### src/rtl/fetch_ctrl_if.sv
// Fetch controller bus bundle.
// Groups the instruction-memory handshake, the execute redirect inputs and the
// decode-facing outputs of fetch_ctrl.
//   master : fetch_ctrl side (drives imem_req/imem_addr, if_*, misalign)
//   slave  : environment side (memory, execute, decode)
interface fetch_ctrl_if;
  // instruction memory
  logic        imem_req;
  logic [31:0] imem_addr;
  logic        imem_rvalid;
  logic [31:0] imem_rdata;
  // execute redirect
  logic        redir_valid;
  logic [1:0]  redir_type;
  logic [31:0] redir_pc;
  logic [31:0] redir_imm;
  logic [31:0] redir_rs1;
  // decode
  logic        id_stall;
  logic        if_valid;
  logic [31:0] if_inst;
  logic [31:0] if_pc;
  logic [31:0] if_pc4;
  logic        misalign;

  modport master (
    output imem_req, imem_addr, if_valid, if_inst, if_pc, if_pc4, misalign,
    input  imem_rvalid, imem_rdata, redir_valid, redir_type, redir_pc, redir_imm,
           redir_rs1, id_stall
  );

  modport slave (
    input  imem_req, imem_addr, if_valid, if_inst, if_pc, if_pc4, misalign,
    output imem_rvalid, imem_rdata, redir_valid, redir_type, redir_pc, redir_imm,
           redir_rs1, id_stall
  );
endinterface

### src/rtl/fetch_ctrl.sv
// Instruction-fetch sequencer.
// Owns the PC, issues single-outstanding requests to a variable-latency
// instruction memory and presents instruction, PC and PC+4 to decode. Decode
// stalls hold the outputs; execute redirects flush and retarget the PC, and a
// misaligned redirect target halts fetch until reset.
// Ports:
//   clk  - clock, rising edge
//   rst  - synchronous active-high reset
//   bus  - fetch_ctrl_if.master (imem handshake, redirect inputs, if_* outputs)
module fetch_ctrl #(
  parameter logic [31:0] RESET_PC = 32'h0000_0000,
  parameter logic [31:0] NOP_INST = 32'h0000_0013
) (
  input logic   clk,
  input logic   rst,
  fetch_ctrl_if.master bus
);

  typedef enum logic [2:0] {StIssue, StWait, StHold, StDrop, StHalt} state_e;

  state_e      state_q, state_d;
  logic [31:0] pc_q, pc_d;
  logic        if_valid_q, if_valid_d;
  logic [31:0] if_inst_q, if_inst_d;
  logic [31:0] if_pc_q, if_pc_d;
  logic [31:0] if_pc4_q, if_pc4_d;
  logic [31:0] skid_inst_q, skid_inst_d;
  logic [31:0] skid_pc_q, skid_pc_d;
  logic        misalign_q, misalign_d;
  logic        imem_req;

  logic        redirect;
  logic        redir_ok;
  logic        redir_bad;
  logic [31:0] jalr_sum;
  logic [31:0] target;
  logic        consume;
  logic        slot_free;
  logic [31:0] pc_plus4;
  logic [31:0] skid_pc4;

  // Redirects are ignored once halted; only reset leaves HALT.
  assign redirect  = bus.redir_valid && (bus.redir_type != 2'b00) && (state_q != StHalt);
  assign jalr_sum  = bus.redir_rs1 + bus.redir_imm;
  assign target    = (bus.redir_type == 2'b11) ? (jalr_sum & 32'hFFFF_FFFE)
                                               : (bus.redir_pc + bus.redir_imm);
  assign redir_bad = redirect && (target[1:0] != 2'b00);
  assign redir_ok  = redirect && !redir_bad;

  assign consume   = if_valid_q && !bus.id_stall;
  assign slot_free = !if_valid_q || consume;
  assign pc_plus4  = pc_q + 32'd4;
  assign skid_pc4  = skid_pc_q + 32'd4;

  // State register
  always_ff @(posedge clk) begin
    if (rst) begin
      state_q <= StIssue;
    end else begin
      state_q <= state_d;
    end
  end

  // Next-state logic
  always_comb begin
    state_d = state_q;
    if (redir_bad) begin
      state_d = StHalt;
    end else begin
      case (state_q)
        StIssue: begin
          if (!redir_ok && slot_free) state_d = StWait;
        end
        StWait: begin
          if (redir_ok) begin
            // A redirect racing the response discards it; otherwise the
            // response is still in flight and must be dropped on arrival.
            state_d = bus.imem_rvalid ? StIssue : StDrop;
          end else if (bus.imem_rvalid) begin
            state_d = slot_free ? StIssue : StHold;
          end
        end
        StHold: begin
          if (redir_ok || slot_free) state_d = StIssue;
        end
        StDrop: begin
          if (bus.imem_rvalid) state_d = StIssue;
        end
        StHalt:  state_d = StHalt;
        default: state_d = StIssue;
      endcase
    end
  end

  // Outputs and datapath next values
  always_comb begin
    imem_req    = 1'b0;
    pc_d        = pc_q;
    if_valid_d  = if_valid_q && !consume;
    if_inst_d   = if_inst_q;
    if_pc_d     = if_pc_q;
    if_pc4_d    = if_pc4_q;
    skid_inst_d = skid_inst_q;
    skid_pc_d   = skid_pc_q;
    misalign_d  = 1'b0;

    if (redirect) begin
      if_valid_d  = 1'b0;
      skid_inst_d = NOP_INST;
      skid_pc_d   = 32'h0;
      if (redir_bad) begin
        misalign_d = 1'b1;
      end else begin
        pc_d = target;
      end
    end else begin
      case (state_q)
        StIssue: imem_req = slot_free;
        StWait: begin
          if (bus.imem_rvalid) begin
            pc_d = pc_plus4;
            if (slot_free) begin
              if_valid_d = 1'b1;
              if_inst_d  = bus.imem_rdata;
              if_pc_d    = pc_q;
              if_pc4_d   = pc_plus4;
            end else begin
              skid_inst_d = bus.imem_rdata;
              skid_pc_d   = pc_q;
            end
          end
        end
        StHold: begin
          if (slot_free) begin
            if_valid_d = 1'b1;
            if_inst_d  = skid_inst_q;
            if_pc_d    = skid_pc_q;
            if_pc4_d   = skid_pc4;
          end
        end
        default: ;
      endcase
    end
  end

  // Datapath registers
  always_ff @(posedge clk) begin
    if (rst) begin
      pc_q        <= RESET_PC;
      if_valid_q  <= 1'b0;
      if_inst_q   <= NOP_INST;
      if_pc_q     <= 32'h0;
      if_pc4_q    <= 32'h4;
      skid_inst_q <= NOP_INST;
      skid_pc_q   <= 32'h0;
      misalign_q  <= 1'b0;
    end else begin
      pc_q        <= pc_d;
      if_valid_q  <= if_valid_d;
      if_inst_q   <= if_inst_d;
      if_pc_q     <= if_pc_d;
      if_pc4_q    <= if_pc4_d;
      skid_inst_q <= skid_inst_d;
      skid_pc_q   <= skid_pc_d;
      misalign_q  <= misalign_d;
    end
  end

  assign bus.imem_req  = imem_req;
  assign bus.imem_addr = pc_q;
  assign bus.if_valid  = if_valid_q;
  assign bus.if_inst   = if_inst_q;
  assign bus.if_pc     = if_pc_q;
  assign bus.if_pc4    = if_pc4_q;
  assign bus.misalign  = misalign_q;

endmodule
### src/flat_wrapper.sv
// flat-port wrapper written by rule: the top's interface ports become plain ports
module fetch_ctrl_flat 
#(
  parameter logic [31:0] RESET_PC = 32'h0000_0000,
  parameter logic [31:0] NOP_INST = 32'h0000_0013
)
  (clk, rst, bus_imem_req, bus_imem_addr, bus_if_valid, bus_if_inst, bus_if_pc, bus_if_pc4, bus_misalign, bus_imem_rvalid, bus_imem_rdata, bus_redir_valid, bus_redir_type, bus_redir_pc, bus_redir_imm, bus_redir_rs1, bus_id_stall);
  fetch_ctrl_if bus_i ();
  input logic clk;
  input logic rst;
  output wire logic [$bits(bus_i.imem_req)-1:0] bus_imem_req;
  output wire logic [$bits(bus_i.imem_addr)-1:0] bus_imem_addr;
  output wire logic [$bits(bus_i.if_valid)-1:0] bus_if_valid;
  output wire logic [$bits(bus_i.if_inst)-1:0] bus_if_inst;
  output wire logic [$bits(bus_i.if_pc)-1:0] bus_if_pc;
  output wire logic [$bits(bus_i.if_pc4)-1:0] bus_if_pc4;
  output wire logic [$bits(bus_i.misalign)-1:0] bus_misalign;
  input wire logic [$bits(bus_i.imem_rvalid)-1:0] bus_imem_rvalid;
  input wire logic [$bits(bus_i.imem_rdata)-1:0] bus_imem_rdata;
  input wire logic [$bits(bus_i.redir_valid)-1:0] bus_redir_valid;
  input wire logic [$bits(bus_i.redir_type)-1:0] bus_redir_type;
  input wire logic [$bits(bus_i.redir_pc)-1:0] bus_redir_pc;
  input wire logic [$bits(bus_i.redir_imm)-1:0] bus_redir_imm;
  input wire logic [$bits(bus_i.redir_rs1)-1:0] bus_redir_rs1;
  input wire logic [$bits(bus_i.id_stall)-1:0] bus_id_stall;
  assign bus_imem_req = bus_i.imem_req;
  assign bus_imem_addr = bus_i.imem_addr;
  assign bus_if_valid = bus_i.if_valid;
  assign bus_if_inst = bus_i.if_inst;
  assign bus_if_pc = bus_i.if_pc;
  assign bus_if_pc4 = bus_i.if_pc4;
  assign bus_misalign = bus_i.misalign;
  assign bus_i.imem_rvalid = bus_imem_rvalid;
  assign bus_i.imem_rdata = bus_imem_rdata;
  assign bus_i.redir_valid = bus_redir_valid;
  assign bus_i.redir_type = bus_redir_type;
  assign bus_i.redir_pc = bus_redir_pc;
  assign bus_i.redir_imm = bus_redir_imm;
  assign bus_i.redir_rs1 = bus_redir_rs1;
  assign bus_i.id_stall = bus_id_stall;
  fetch_ctrl #(.RESET_PC(RESET_PC), .NOP_INST(NOP_INST)) u_core (.clk(clk), .rst(rst), .bus(bus_i));
endmodule
### config.mk
export PLATFORM = sky130hd
export DESIGN_NAME = fetch_ctrl_flat
export DESIGN_NICKNAME = d
export VERILOG_FILES = /design/src/rtl/fetch_ctrl_if.sv /design/src/rtl/fetch_ctrl.sv /design/src/flat_wrapper.sv
export SDC_FILE = /design/constraint.sdc
export NUM_CORES = 1
export LEC_CHECK = 0
export BUFFER_PORTS_ARGS = -buffer_cell sky130_fd_sc_hd__buf_2
export CORE_MARGIN = 5
export CORE_UTILIZATION = 56
export CTS_BUF_LIST = sky130_fd_sc_hd__clkbuf_4 sky130_fd_sc_hd__clkbuf_8
export DETAILED_ROUTE_END_ITERATION = 12
export GPL_TIMING_DRIVEN = 0
export PLACE_DENSITY_LB_ADDON = 0.12
export SYNTH_ARGS = -nofsm -noshare
export SYNTH_HDL_FRONTEND = slang
export SYNTH_SLANG_ARGS = --single-unit
### constraint.sdc
create_clock -name clk -period 3.01 [get_ports clk]
set_clock_uncertainty 0.1 [all_clocks]
set_input_delay 0.301 -clock clk [delete_from_list [all_inputs] [get_ports clk]]
set_output_delay 0.301 -clock clk [all_outputs]
set_load 0.02 [all_outputs]
# Yosys cells after proc, flatten, opt, wreduce, memory -nomap -nowiden
# Index checks and enable logic that the tools add are counted.
dict set report totals {
  regBits 197
  latch_bits 0
  ramBits 0
  rom_bits 0
  input_bits 135
  n_memories 0
}
dict set report op_classes {
  n_addsub 4
  multipliers 0
  n_div 0
  magnitude_cmp 0
  n_eq_ne 18
  n_shift 0
  n_mux 32
  bitwise 2
  n_reduce_logical 28
}
# cell count
set op_table {}
lappend op_table {{32-bit 2-to-1 mux} 14}
lappend op_table {{32-bit case mux with 2 select lines} 3}
lappend op_table {{32-bit by 3-bit adder with 32-bit output (second input constant)} 2}
lappend op_table {{32-bit adder} 2}
lappend op_table {{3-bit 2-to-1 mux} 6}
lappend op_table {{3-bit case mux with 5 select lines} 1}
lappend op_table {{2-bit nonzero test} 5}
lappend op_table {{2-bit by 1-bit != test with 1-bit output (second input constant)} 4}
lappend op_table {{4-bit AND reduction} 2}
lappend op_table {{1-bit logical AND} 7}
lappend op_table {{3-bit by 2-bit == test with 1-bit output (second input constant)} 2}
lappend op_table {{2-bit != test (second input constant)} 3}
lappend op_table {{3-bit by 1-bit != test with 1-bit output (second input constant)} 2}
lappend op_table {{3-bit by 2-bit != test with 1-bit output (second input constant)} 2}
lappend op_table {{3-bit AND reduction} 2}
lappend op_table {{2-bit OR reduction} 3}
lappend op_table {{1-bit logical NOT} 5}
lappend op_table {{1-bit 2-to-1 mux} 5}
lappend op_table {{5-bit AND reduction} 1}
lappend op_table {{2-bit 2-to-1 mux} 2}
lappend op_table {{4-bit by 2-bit != test with 1-bit output (second input constant)} 1}
lappend op_table {{3-bit by 1-bit == test with 1-bit output (second input constant)} 1}
lappend op_table {{3-bit == test (second input constant)} 1}
lappend op_table {{3-bit logical NOT} 1}
lappend op_table {{other kinds (5)} 7}

# Logic depth before layout (Yosys ltp)
# Gate-level depths: netlist of run 1.
dict set report logic_depth {
  depth_word 11
  mapped_depth 11
  mapped_depth_nobuf 11
}

# Worst setup path after synthesis of run 1
# Ideal clock, no wire load.
dict set report synth_path {
  path_type {input -> register}
  from {in bus_redir_imm[0]}
  to {reg u_core.pc_q[30] (netlist: u_core.bus.imem_addr[30])}
  setup_ps 122
  t_arrival_ps 2528
  setup_slack_ps 260
  stages 11
  n_path_buf 0
  path_cell_list {ha_1 fa_1 a211oi_1 o211a_1 nor3b_1 and4bb_2 nor3_1 nor2_1 o21ai_1 xor2_1 a221o_1}
}
dict set report synth_between {
  elab_chain_cells 6
  word_cells_on_any_way 9
  cone_classes {add/sub (2); eq/ne (1); mux (3); reduce/logical (3)}
}
# item line
set synth_rtl {}
lappend synth_rtl {{start, declared} flat_wrapper.sv:23} ;# input wire logic [$bits(bus_i.redir_imm)-1:0] bus_redir_imm;
lappend synth_rtl {{32-bit adder, on equally long branches} {fetch_ctrl.sv:46, fetch_ctrl.sv:44}}
lappend synth_rtl {{32-bit 2-to-1 mux (*)} fetch_ctrl.sv:45} ;# assign target = (bus.redir_type == 2'b11) ? (jalr_sum & 32'hFFFF_FFFE)
lappend synth_rtl {{2-bit nonzero test} fetch_ctrl.sv:47} ;# assign redir_bad = redirect && (target[1:0] != 2'b00);
lappend synth_rtl {{1-bit logical AND} fetch_ctrl.sv:47}
lappend synth_rtl {{2-bit != test (no source line)} n/a}
lappend synth_rtl {{3-bit AND reduction (no source line)} n/a}
lappend synth_rtl {{end signal, assigned} fetch_ctrl.sv:158} ;# pc_q <= pc_d;
lappend synth_rtl {{end, declared} fetch_ctrl.sv:22} ;# logic [31:0] pc_q, pc_d;
# Every way passes the cells marked *; elsewhere a longest branch is shown, timed or not. The select of a mux whose other input is x is not followed.
# A chain may end at the register's enable or synchronous reset.

# Worst setup path after layout of run 1
dict set report layout_path {
  from {reg u_core.state_q[1]}
  to {reg u_core.skid_inst_q[24]}
}
dict set report layout_between {
  elab_chain_cells 3
  word_cells_on_any_way 5
  cone_classes {eq/ne (2); reduce/logical (3)}
}
# item line
set layout_rtl {}
lappend layout_rtl {{start, declared} fetch_ctrl.sv:21} ;# state_e state_q, state_d;
lappend layout_rtl {{start signal, assigned} fetch_ctrl.sv:58} ;# state_q <= StIssue;
lappend layout_rtl {{start signal, assigned} fetch_ctrl.sv:60} ;# state_q <= state_d;
lappend layout_rtl {{3-bit != test} fetch_ctrl.sv:43} ;# assign redirect = bus.redir_valid && (bus.redir_type != 2'b00) && (state_q != StHalt);
lappend layout_rtl {{1-bit logical AND} fetch_ctrl.sv:43}
lappend layout_rtl {{2-bit OR reduction (no source line)} n/a}
lappend layout_rtl {{end signal, assigned} fetch_ctrl.sv:163} ;# skid_inst_q <= skid_inst_d;
lappend layout_rtl {{end, declared} fetch_ctrl.sv:27} ;# logic [31:0] skid_inst_q, skid_inst_d;
# Several ways; a longest one is shown, not always the timed one.

==> out/results.md, run 1 <==
| Step | Metric | Reported |
| --- | --- | --- |
| worst setup path | Total number of cells along the worst setup path | 7 |
| grt | Number of antenna violations at the first check in global routing | 1 |
| placed design | Buffers added on ports | 264 |
| synthesis | Number of enable flip-flop cells after synthesis | 0 |
| floorplanning | Core footprint | 22570 um2 |
| timing | Peak clock frequency supported by timing | 0.3402 GHz |
| grt | Total congestion overflow after global routing | 0 |
| drt | DRC violation count after routing | 0 |
| finish | Ratio of cells with drive above 1 in the final layout | 17.92% |
| finish | Area growth from synthesis to layout | 19.13% |
| worst setup path | Crit. End Element | flop |
| worst setup path | Endpoint required time on the critical path | 3.25 ns |
| drt | Final WL | 43140 um |
| finish | Fillcell total | 2088 |
| timing | Worst Hold Margin | 0.1325 ns |
| min path | Source of the worst hold timing path | bus_imem_rvalid |
| worst setup path | CP max-delay cell | sky130_fd_sc_hd__dfxtp_1 |
| worst setup path | Critical Path Source Type | flop |
| clock tree | Insertion delay of the later-clocked pin in the worst-skew pair | 0.48 ns |
| synthesis | Synth Warn # | 0 |
| worst setup path | CP Cell Sequence | nor2_1 -> a21oi_1 -> clkbuf_1 -> or2_2 -> clkbuf_1 -> clkbuf_1 -> a21oi_1 |
| synthesis | Area share of the largest cell type after synthesis | 30.44% |
| floorplanning | Cell row count | 55 |
| floorplanning | Boundary pin count | 266 |
| synthesis | Number of flip-flops and latches in the synthesized netlist | 195 |
| drt | TritonRoute pass-1 iters | 7 |
| worst setup path | End of the worst register-to-register path | u_core.skid_inst_q[24] |
| drt | Vias | 13981 |
| placed design | Dpl hpwl | 33770 um |
| worst setup path | Start point of the critical path | u_core.state_q[1] |
| finish | Diode insertion count for antenna repair | 0 |
| clock tree | Maximum clock path buffer count | 2 |
| clock tree | Post-CTS repair timing setup buffer count | 0 |
| floorplanning | Initial standard-cell utilization of the core | 56.82% |
| drt | Number of vias per cell | 5.949 |
| worst setup path | Largest stage delay on the critical path | 0.52 ns |
| clock tree | Cell chosen for the clock root | sky130_fd_sc_hd__clkbuf_8 |
| synthesis | Synthesized area per cell | 7.383 um2 |
| floorplanning | Die span in x | 161.3 um |
| synthesis | Leading register cell type out of synthesis | sky130_fd_sc_hd__dfxtp_1 |
| worst setup path | Cell seen most often among critical-path stages | sky130_fd_sc_hd__clkbuf_1 |
| finish | Post-layout nets | 2252 |
| clock tree | Num CTS Buffers | 17 |
| placed design | Routability congestion estimate | 0.9392 |
| timing | Max-slew headroom at the worst pin | 28.26% |
| worst setup path | R2R Setup Slk | 0.07 ns |
| clock tree | Clock slew at the register clock pins of the worst setup and hold paths | 0.11 ns |
| grt | Vias in the first global route | 12936 |
| power and ir drop | Leakage power | 0.006229 uW |
| worst setup path | Crit-path max FO | 10 |
| min path | Path type of the worst min-delay path | in2reg |
| floorplanning | Die area | 26030 um2 |
| synthesis | Post-synth design cell area | 12820 um2 |
| synthesis | Most frequently used cell type in the post-synthesis netlist | sky130_fd_sc_hd__nand2_1 |
| finish | Fin util | 67.69% |
| drt | Post-detailed-route wirelength per cell | 18.36 um |
| run | Reported max-cap violation count | 0 |
| timing | Least-Margin Pin Slew | 1.072 ns |
| clock tree | TritonCTS clock tree | yes |
| finish | Area taken by multi-input logic gates | 8314 um2 |
| clock tree | CTS HTree Levels | 4 |
| timing | Part of the cycle the worst path needs | 97.64% |
| synthesis | Syn Inst Count | 1737 |
| timing | Total of endpoints with negative setup slack in the final report | 0 |
| power and ir drop | Largest vdd supply drop | 286.8 uV |
| worst setup path | Number of cells on the worst reg-to-reg path | 7 |
| timing | Time the worst path needs with I/O delays and setup | 2.939 ns |
| worst setup path | Arrival time at the worst endpoint | 3.18 ns |
| synthesis | Net Count, Synth | 1937 |
| grt | Wire length of the first global-routing pass | 67020 um |
| power and ir drop | Power per standard cell area | 432.8 nW/um2 |
| synthesis | Yosys cell types | 82 |
| worst setup path | Endpoint of the worst setup timing path | u_core.skid_inst_q[24] |
| synthesis | Fraction of registers with async set or reset after synthesis | 0% |
| synthesis | Cell types occupying the most area after synthesis | sky130_fd_sc_hd__dfxtp_1 (30%), sky130_fd_sc_hd__nand2_1 (12%), sky130_fd_sc_hd__a21oi_1 (7.2%) |
| finish | Final cell count without fillers | 2350 |
| clock tree | TritonCTS sink count | 195 |
| worst setup path | Startpoint of the worst register-to-register path | u_core.state_q[1] |
| grt | Pin count of the biggest net entering global routing | 20 |
| synthesis | Synth area leader | sky130_fd_sc_hd__dfxtp_1 |
| grt | Global-route usage over all layers | 31.63% |
| drt | Residual antenna-violating net count after detailed routing | 0 |
| synthesis | Commonest cells in the synthesized netlist | sky130_fd_sc_hd__nand2_1 (397), sky130_fd_sc_hd__dfxtp_1 (195), sky130_fd_sc_hd__a21oi_1 (185), sky130_fd_sc_hd__nor2_1 (158), sky130_fd_sc_hd__clkbuf_1 (96) |
| timing | Number of max-slew violations in the final report | 0 |
| worst setup path | Type of the worst setup path | reg2reg |
| worst setup path | Family of cells with the greatest summed delay on the critical path | buffers and inverters |
| floorplanning | Height of the chip | 161.3 um |
| placed design | Total instance count after detailed placement | 2286 |
| finish | Reg area | 3906 um2 |
| timing | Hold Violations, Final | 0 |
| drt | DRT iter0 DRCs | 1254 |
| power and ir drop | Post-layout total power | 6612 uW |
| worst setup path | Number of buffers and inverters on the critical path | 3 |
| synthesis | Share of the yosys chip area belonging to registers | 30.44% |
| status | Status | finished clean |
kinds of logic (layout without fill, tap and decap cells):
family	Yosys count	in the layout	synth area share, %
AND/OR/NAND/NOR	729	729	24.65
buffers and inverters	143	471	5.102
XOR/XNOR	104	104	7.102
flip-flops	195	195	30.44
multiplexers	6	6	0.5170
AO/OA/AOI/OAI	495	495	25.73
adder cells (fa/ha/maj)	65	65	6.459
placed cells by master (no fill, tap or decap), types with 10 or more instances in the layout:
cell type                       Yosys  layout
sky130_fd_sc_hd__clkbuf_1          96      91
sky130_fd_sc_hd__o211ai_1          33      33
sky130_fd_sc_hd__xor2_1            50      50
sky130_fd_sc_hd__o31ai_1           10      10
sky130_fd_sc_hd__clkbuf_8           1      18
sky130_fd_sc_hd__a211oi_1          20      20
sky130_fd_sc_hd__nand3_1           44      44
sky130_fd_sc_hd__a311oi_1          61      61
sky130_fd_sc_hd__dlygate4sd3_1      0      32
sky130_fd_sc_hd__a21oi_1          185     185
sky130_fd_sc_hd__inv_1             14      14
sky130_fd_sc_hd__a31oi_1           12      12
sky130_fd_sc_hd__dfxtp_1          195     193
sky130_fd_sc_hd__xnor2_1           54      54
sky130_fd_sc_hd__nand2_1          397     397
sky130_fd_sc_hd__and3_1            19      19
sky130_fd_sc_hd__o21ai_0           55      55
sky130_fd_sc_hd__nor3_1            27      25
sky130_fd_sc_hd__buf_2             19     283
sky130_fd_sc_hd__nand4_1           18      18
sky130_fd_sc_hd__nor2_1           158     157
sky130_fd_sc_hd__a21o_1            35      35
sky130_fd_sc_hd__ha_1              63      63
report_power, final:
group	total (uW)	internal, uW	switching, uW
combinational	2040	766	1280
sequential	2810	2700	108
clock	1760	695	1060
state kept, by name, indices dropped and copies added, names as in the netlist:
| register | count |
|---|---|
| u_core.state_q | 3 |
| u_core.bus.if_pc | 30 |
| u_core.bus.misalign | 1 |
| u_core.bus.if_pc4 | 32 |
| u_core.bus.if_inst | 32 |
| u_core.skid_pc_q | 32 |
| u_core.skid_inst_q | 32 |
| u_core.bus.if_valid | 1 |
| u_core.bus.imem_addr | 32 |
worst min-delay path, stage by stage:
cell                      delay, ns
sky130_fd_sc_hd__buf_2         0.13
sky130_fd_sc_hd__nor2_1        0.06
sky130_fd_sc_hd__a31oi_1       0.14
sky130_fd_sc_hd__nor4_1        0.05
metal layers:
| metal | global-route usage, % | part of all wire [%] | vias up |
|---|---|---|---|
| li1 | - | - | 6803 |
| met2 | 54.18 | 47 | 694 |
| met1 | 40.13 | 41 | 6363 |
| met3 | 5.129 | 8.1 | 119 |
| met4 | 11.87 | 3.9 | 2 |
| met5 | 0 | 0.030 | - |
final cells by class:
| class | instances | share of cell area, % |
|---|---|---|
| Buffer | 129 | 3.980 |
| Clock buffer | 17 | 1.531 |
| Clock inverter | 15 | 1.081 |
| Inverter | 14 | 0.3440 |
| Multi-Input combinational cell | 1399 | 54.42 |
| Sequential cell | 195 | 25.57 |
| Tap cell | 285 | 2.334 |
| Timing Repair Buffer | 296 | 10.74 |
per-stage QoR:
stage | cell area (um2) | worst slack, ns | TNS (ns)
after floorplan | 12820 | 0.2597 | 0
after global placement | 14500 | -0.4710 | -14.01
after detailed placement | 14500 | -0.4502 | -14.05
after CTS | 15230 | 0.002747 | 0
after global routing | 15280 | -0.01850 | -0.01877
final | 15280 | 0.07090 | 0
worst min-delay path by stage:
| stage | endpoint | slack (ns) | depth (start not counted) |
|---|---|---|---|
| floorplan | u_core.skid_inst_q[0] | 0.32 | 2 |
| CTS | u_core.state_q[0] | 0.11 | 4 |
| global placement | u_core.bus.if_pc4[2] | 0.33 | 2 |
| global route | u_core.state_q[0] | 0.17 | 4 |
| detailed placement | u_core.bus.if_inst[4] | 0.34 | 1 |
| finish | u_core.state_q[0] | 0.13 | 4 |
repair_timing:
| action | 4_1_cts | 5_1_grt |
|---|---|---|
| endpoints found under the hold margin | 60 | 0 |
| hold buffers | 32 | 0 |
| resized for setup | 2 | 18 |
| setup endpoints to repair | 127 | 148 |
Power figures use the tool's default switching activity.
==> run 2, diff against run 1 <==
--- a/config.mk
+++ b/config.mk
@@ -6,12 +6,14 @@
 export NUM_CORES = 1
 export LEC_CHECK = 0
 export BUFFER_PORTS_ARGS = -buffer_cell sky130_fd_sc_hd__buf_2
+export CORE_ASPECT_RATIO = 0.75
 export CORE_MARGIN = 5
 export CORE_UTILIZATION = 56
 export CTS_BUF_LIST = sky130_fd_sc_hd__clkbuf_4 sky130_fd_sc_hd__clkbuf_8
 export DETAILED_ROUTE_END_ITERATION = 12
 export GPL_TIMING_DRIVEN = 0
 export PLACE_DENSITY_LB_ADDON = 0.12
+export SETUP_SLACK_MARGIN = 0.5
 export SYNTH_ARGS = -nofsm -noshare
 export SYNTH_HDL_FRONTEND = slang
 export SYNTH_SLANG_ARGS = --single-unit
==> run 2 against run 1 <==
  * Worst hold slack improved by 0.017 ns
  * Worst setup slack improved by 0.39 ns
  * Combinational power rose by 11%
  * Utilization rose by 3.6 points
  * Sequential power barely moved
  * Wire length rose by 9.6%
  * Critical path depth rose by 5
  * Total power rose by 3.8%
  * Clock power barely moved
  * First-iteration DRC count rose by 38%
  * Sequential cell count did not move
  * Die area rose by 0.12%
  * Critical path type is now in2reg
==> out/results.md, run 2 (synthesized netlist as in run 1, its figures left out) <==
| Step | Metric | Reported | vs previous |
| --- | --- | --- | --- |
| clock tree | TritonCTS clock tree | yes |  |
| power and ir drop | Switching pwr | 2484 uW | +1.5% |
| placed design | Buffers added on ports | 264 | unchanged |
| placed design | Area after DPL | 14620 um2 | +0.78% |
| grt | Met3 routing resource usage after global routing | 7.532% | +2.4 points |
| run | Reported max-cap violation count | 0 | unchanged |
| floorplanning | Core footprint | 22760 um2 | +0.84% |
| worst setup path | Crit. End Element | flop |  |
| finish | Most common library cell in the layout ignoring fill and taps | sky130_fd_sc_hd__nand2_1 |  |
| grt | Wire length of the first global-routing pass | 70610 um | +5.4% |
| timing | Max-slew headroom at the worst pin | 38.24% | +10 points |
| clock tree | CTS HTree Levels | 4 | unchanged |
| finish | Fillcell total | 1939 | -7.1% |
| power and ir drop | Power per standard cell area | 422.9 nW/um2 | -2.3% |
| min path | Number of cells on the worst hold path | 4 | unchanged |
| floorplanning | Boundary pin count | 266 | unchanged |
| power and ir drop | Reg power frac | 41.1% | -1.4 points |
| timing | Time the worst path needs with I/O delays and setup | 2.547 ns | -0.3925 ns |
| power and ir drop | Largest vdd supply drop | 378.3 uV | +32% |
| drt | DRT iter0 DRCs | 1736 | +38% |
| power and ir drop | Switch share | 36.21% | -0.82 points |
| finish | Highest-count cells in the layout ignoring fill and taps | sky130_fd_sc_hd__nand2_1 (392), sky130_fd_sc_hd__buf_2 (273), sky130_fd_sc_hd__a21oi_1 (175), sky130_fd_sc_hd__dfxtp_1 (174), sky130_fd_sc_hd__nor2_1 (148) |  |
| worst setup path | Type of the worst setup path | in2reg |  |
| grt | Pin count of the biggest net entering global routing | 17 | -15% |
| clock tree | Insertion delay of the later-clocked pin in the worst-skew pair | 0.49 ns | about the same |
| worst setup path | Crit-path max FO | 4 | -6 |
| floorplanning | Die area | 26060 um2 | +0.12% |
| finish | Ratio of cells with drive above 1 in the final layout | 25.36% | +7.4 points |
| clock tree | Cell chosen for the clock root | sky130_fd_sc_hd__clkbuf_8 |  |
| clock tree | Maximum clock path buffer count | 2 | unchanged |
| floorplanning | Cell row count | 48 | -13% |
| grt | Met2 routing resource usage after global routing | 49.96% | -4.2 points |
| placed design | Dpl hpwl | 35720 um | +5.8% |
| clock tree | TritonCTS sink count | 195 | unchanged |
| grt | Vias in the first global route | 12924 | -0.093% |
| timing | Setup repair after global routing missed its margin | yes |  |
| drt | DRC violation count after routing | 0 | unchanged |
| drt | Final WL | 47260 um | +9.6% |
| min path | Path type of the worst min-delay path | in2reg |  |
| worst setup path | Number of cells on the worst reg-to-reg path | 10 | +3 |
| status | Status | finished clean |  |
| drt | Post-detailed-route wirelength per cell | 19.73 um | +7.5% |
| drt | TritonRoute pass-1 iters | 8 | +1 |
| grt | Total congestion overflow after global routing | 0 | unchanged |
| finish | Reg area | 3940 um2 | +0.86% |
| timing | Number of max-slew violations in the final report | 0 | unchanged |
| power and ir drop | Relative contribution of combinational cells to total power | 32.9% | +2.0 points |
| floorplanning | Die span in x | 184.7 um | +15% |
| timing | Total of endpoints with negative setup slack in the final report | 0 | unchanged |
| timing | Peak clock frequency supported by timing | 0.3927 GHz | +15% |
| worst setup path | Arrival time at the worst endpoint | 2.79 ns | -0.39 ns |
| grt | Number of antenna violations at the first check in global routing | 2 | +1 |
| power and ir drop | Cell-internal power | 4377 uW | +5.1% |
| timing | Least-Margin Pin Slew | 0.9264 ns | -0.1458 ns |
| timing | Part of the cycle the worst path needs | 84.61% | -13 points |
| finish | Post-layout nets | 2281 | +1.3% |
| grt | Global-route usage over all layers | 33.91% | +2.3 points |
| grt | Highest-utilization routing layer at the global route stage | met1 |  |
| finish | Summed area of non-filler cells in the final layout | 16220 um2 | +6.2% |
| clock tree | Num CTS Buffers | 17 | unchanged |
| floorplanning | Initial standard-cell utilization of the core | 56.34% | -0.47 points |
| drt | Number of vias per cell | 6.113 | +2.8% |
| finish | Area growth from synthesis to layout | 26.50% |  |
| worst setup path | Critical Path Source Type | input pin |  |
| drt | Residual antenna-violating net count after detailed routing | 0 | unchanged |
| floorplanning | Height of the chip | 141.1 um | -13% |
| grt | Met1 Resource Use GR | 50.60% | +10 points |
| drt | Vias | 14641 | +4.7% |
| timing | Hold Violations, Final | 0 | unchanged |
| power and ir drop | Clock power share | 25.9% | -0.7 points |
| power and ir drop | Leakage power | 0.006665 uW | +7.0% |
| finish | Area taken by multi-input logic gates | 8838 um2 | +6.3% |
| placed design | Routability congestion estimate | 0.9650 | +2.7% |
| clock tree | Clock slew at the register clock pins of the worst setup and hold paths | 0.11 ns | about the same |
| power and ir drop | Post-layout total power | 6862 uW | +3.8% |
| worst setup path | Endpoint required time on the critical path | 3.26 ns | about the same |
==> run 2: changes by cell type in the layout (fill, tap and decap cells not counted), sizes merged <==
cell	delta
inv	-6
clkinvlp	-2
clkinv	+4
diode	+1
buf	+28
clkbuf	+4
bufinv	+1
==> run 2: routing by layer <==
layer	vias to the layer above	wire length [um]	part of all wire (%)
li1	6880	-	-
met1	6870	20540	43
met2	814	20280	43
met3	77	5513	12
met4	0	925	2.0
met5	-	0	0
==> run 2: worst max-delay path, cell delays in order <==
cell	delay (ns)
sky130_fd_sc_hd__buf_2	0.13
sky130_fd_sc_hd__ha_4	0.17
sky130_fd_sc_hd__fa_2	0.36
sky130_fd_sc_hd__a211oi_2	0.27
sky130_fd_sc_hd__o211a_1	0.27
sky130_fd_sc_hd__o2111ai_1	0.24
sky130_fd_sc_hd__a21oi_2	0.34
sky130_fd_sc_hd__o31ai_1	0.13
sky130_fd_sc_hd__a21oi_1	0.20
sky130_fd_sc_hd__xnor2_1	0.09
sky130_fd_sc_hd__mux2i_1	0.19
sky130_fd_sc_hd__o22ai_1	0.11
==> run 2: power groups by stage <==
stage	registers, uW	clock network, uW	logic [uW]
after floorplan	2990	0	1210
after global placement	2870	0	1970
after detailed placement	2870	0	1990
after CTS	2820	1780	2080
after global routing	2840	1880	2420
final	2820	1780	2260
==> run 2: stage by stage <==
step,hold WS (ns),cells,util (%),worst slack (ns),TNS (ns)
floorplan,0.3246,1737,-,0.4440,0
global placement,0.3280,2301,64.21,-0.3303,-4.642
detailed placement,0.3400,2301,64.21,-0.3480,-6.677
CTS,0.1054,2374,68.78,0.4133,0
global route,0.1530,2395,71.27,0.4082,0
finish,0.1495,2395,71.27,0.4634,0
==> run 2: area by class of cell <==
class                           instances  share of cell area [%]
Antenna cell                            1                 0.01542
Buffer                                129                   4.527
Clock buffer                           20                   1.658
Clock inverter                         12                  0.8021
Inverter                               14                  0.3239
Multi-Input combinational cell       1399                   54.48
Sequential cell                       195                   24.29
Tap cell                              300                   2.314
Timing Repair Buffer                  325                   11.59
==> run 2: worst paths after layout <==
path                                          startpoint                        to  slack (ns)
worst max-delay path                    bus_redir_imm[0]  u_core.bus.imem_addr[26]        0.46
worst min-delay path                     bus_imem_rvalid         u_core.state_q[0]        0.15
worst max register to register  u_core.bus.imem_addr[22]  u_core.bus.imem_addr[31]        0.56
worst min register to register     u_core.bus.if_pc4[18]     u_core.bus.if_pc4[18]        0.36
==> run 2: timing repair <==
item	in CTS	in global routing
setup buffers	9	20
endpoints found under the hold margin	59	0
pin swaps	12	29
hold buffers	32	0
setup endpoints to repair	191	183
gates cloned	0	0
gates resized for setup	82	135
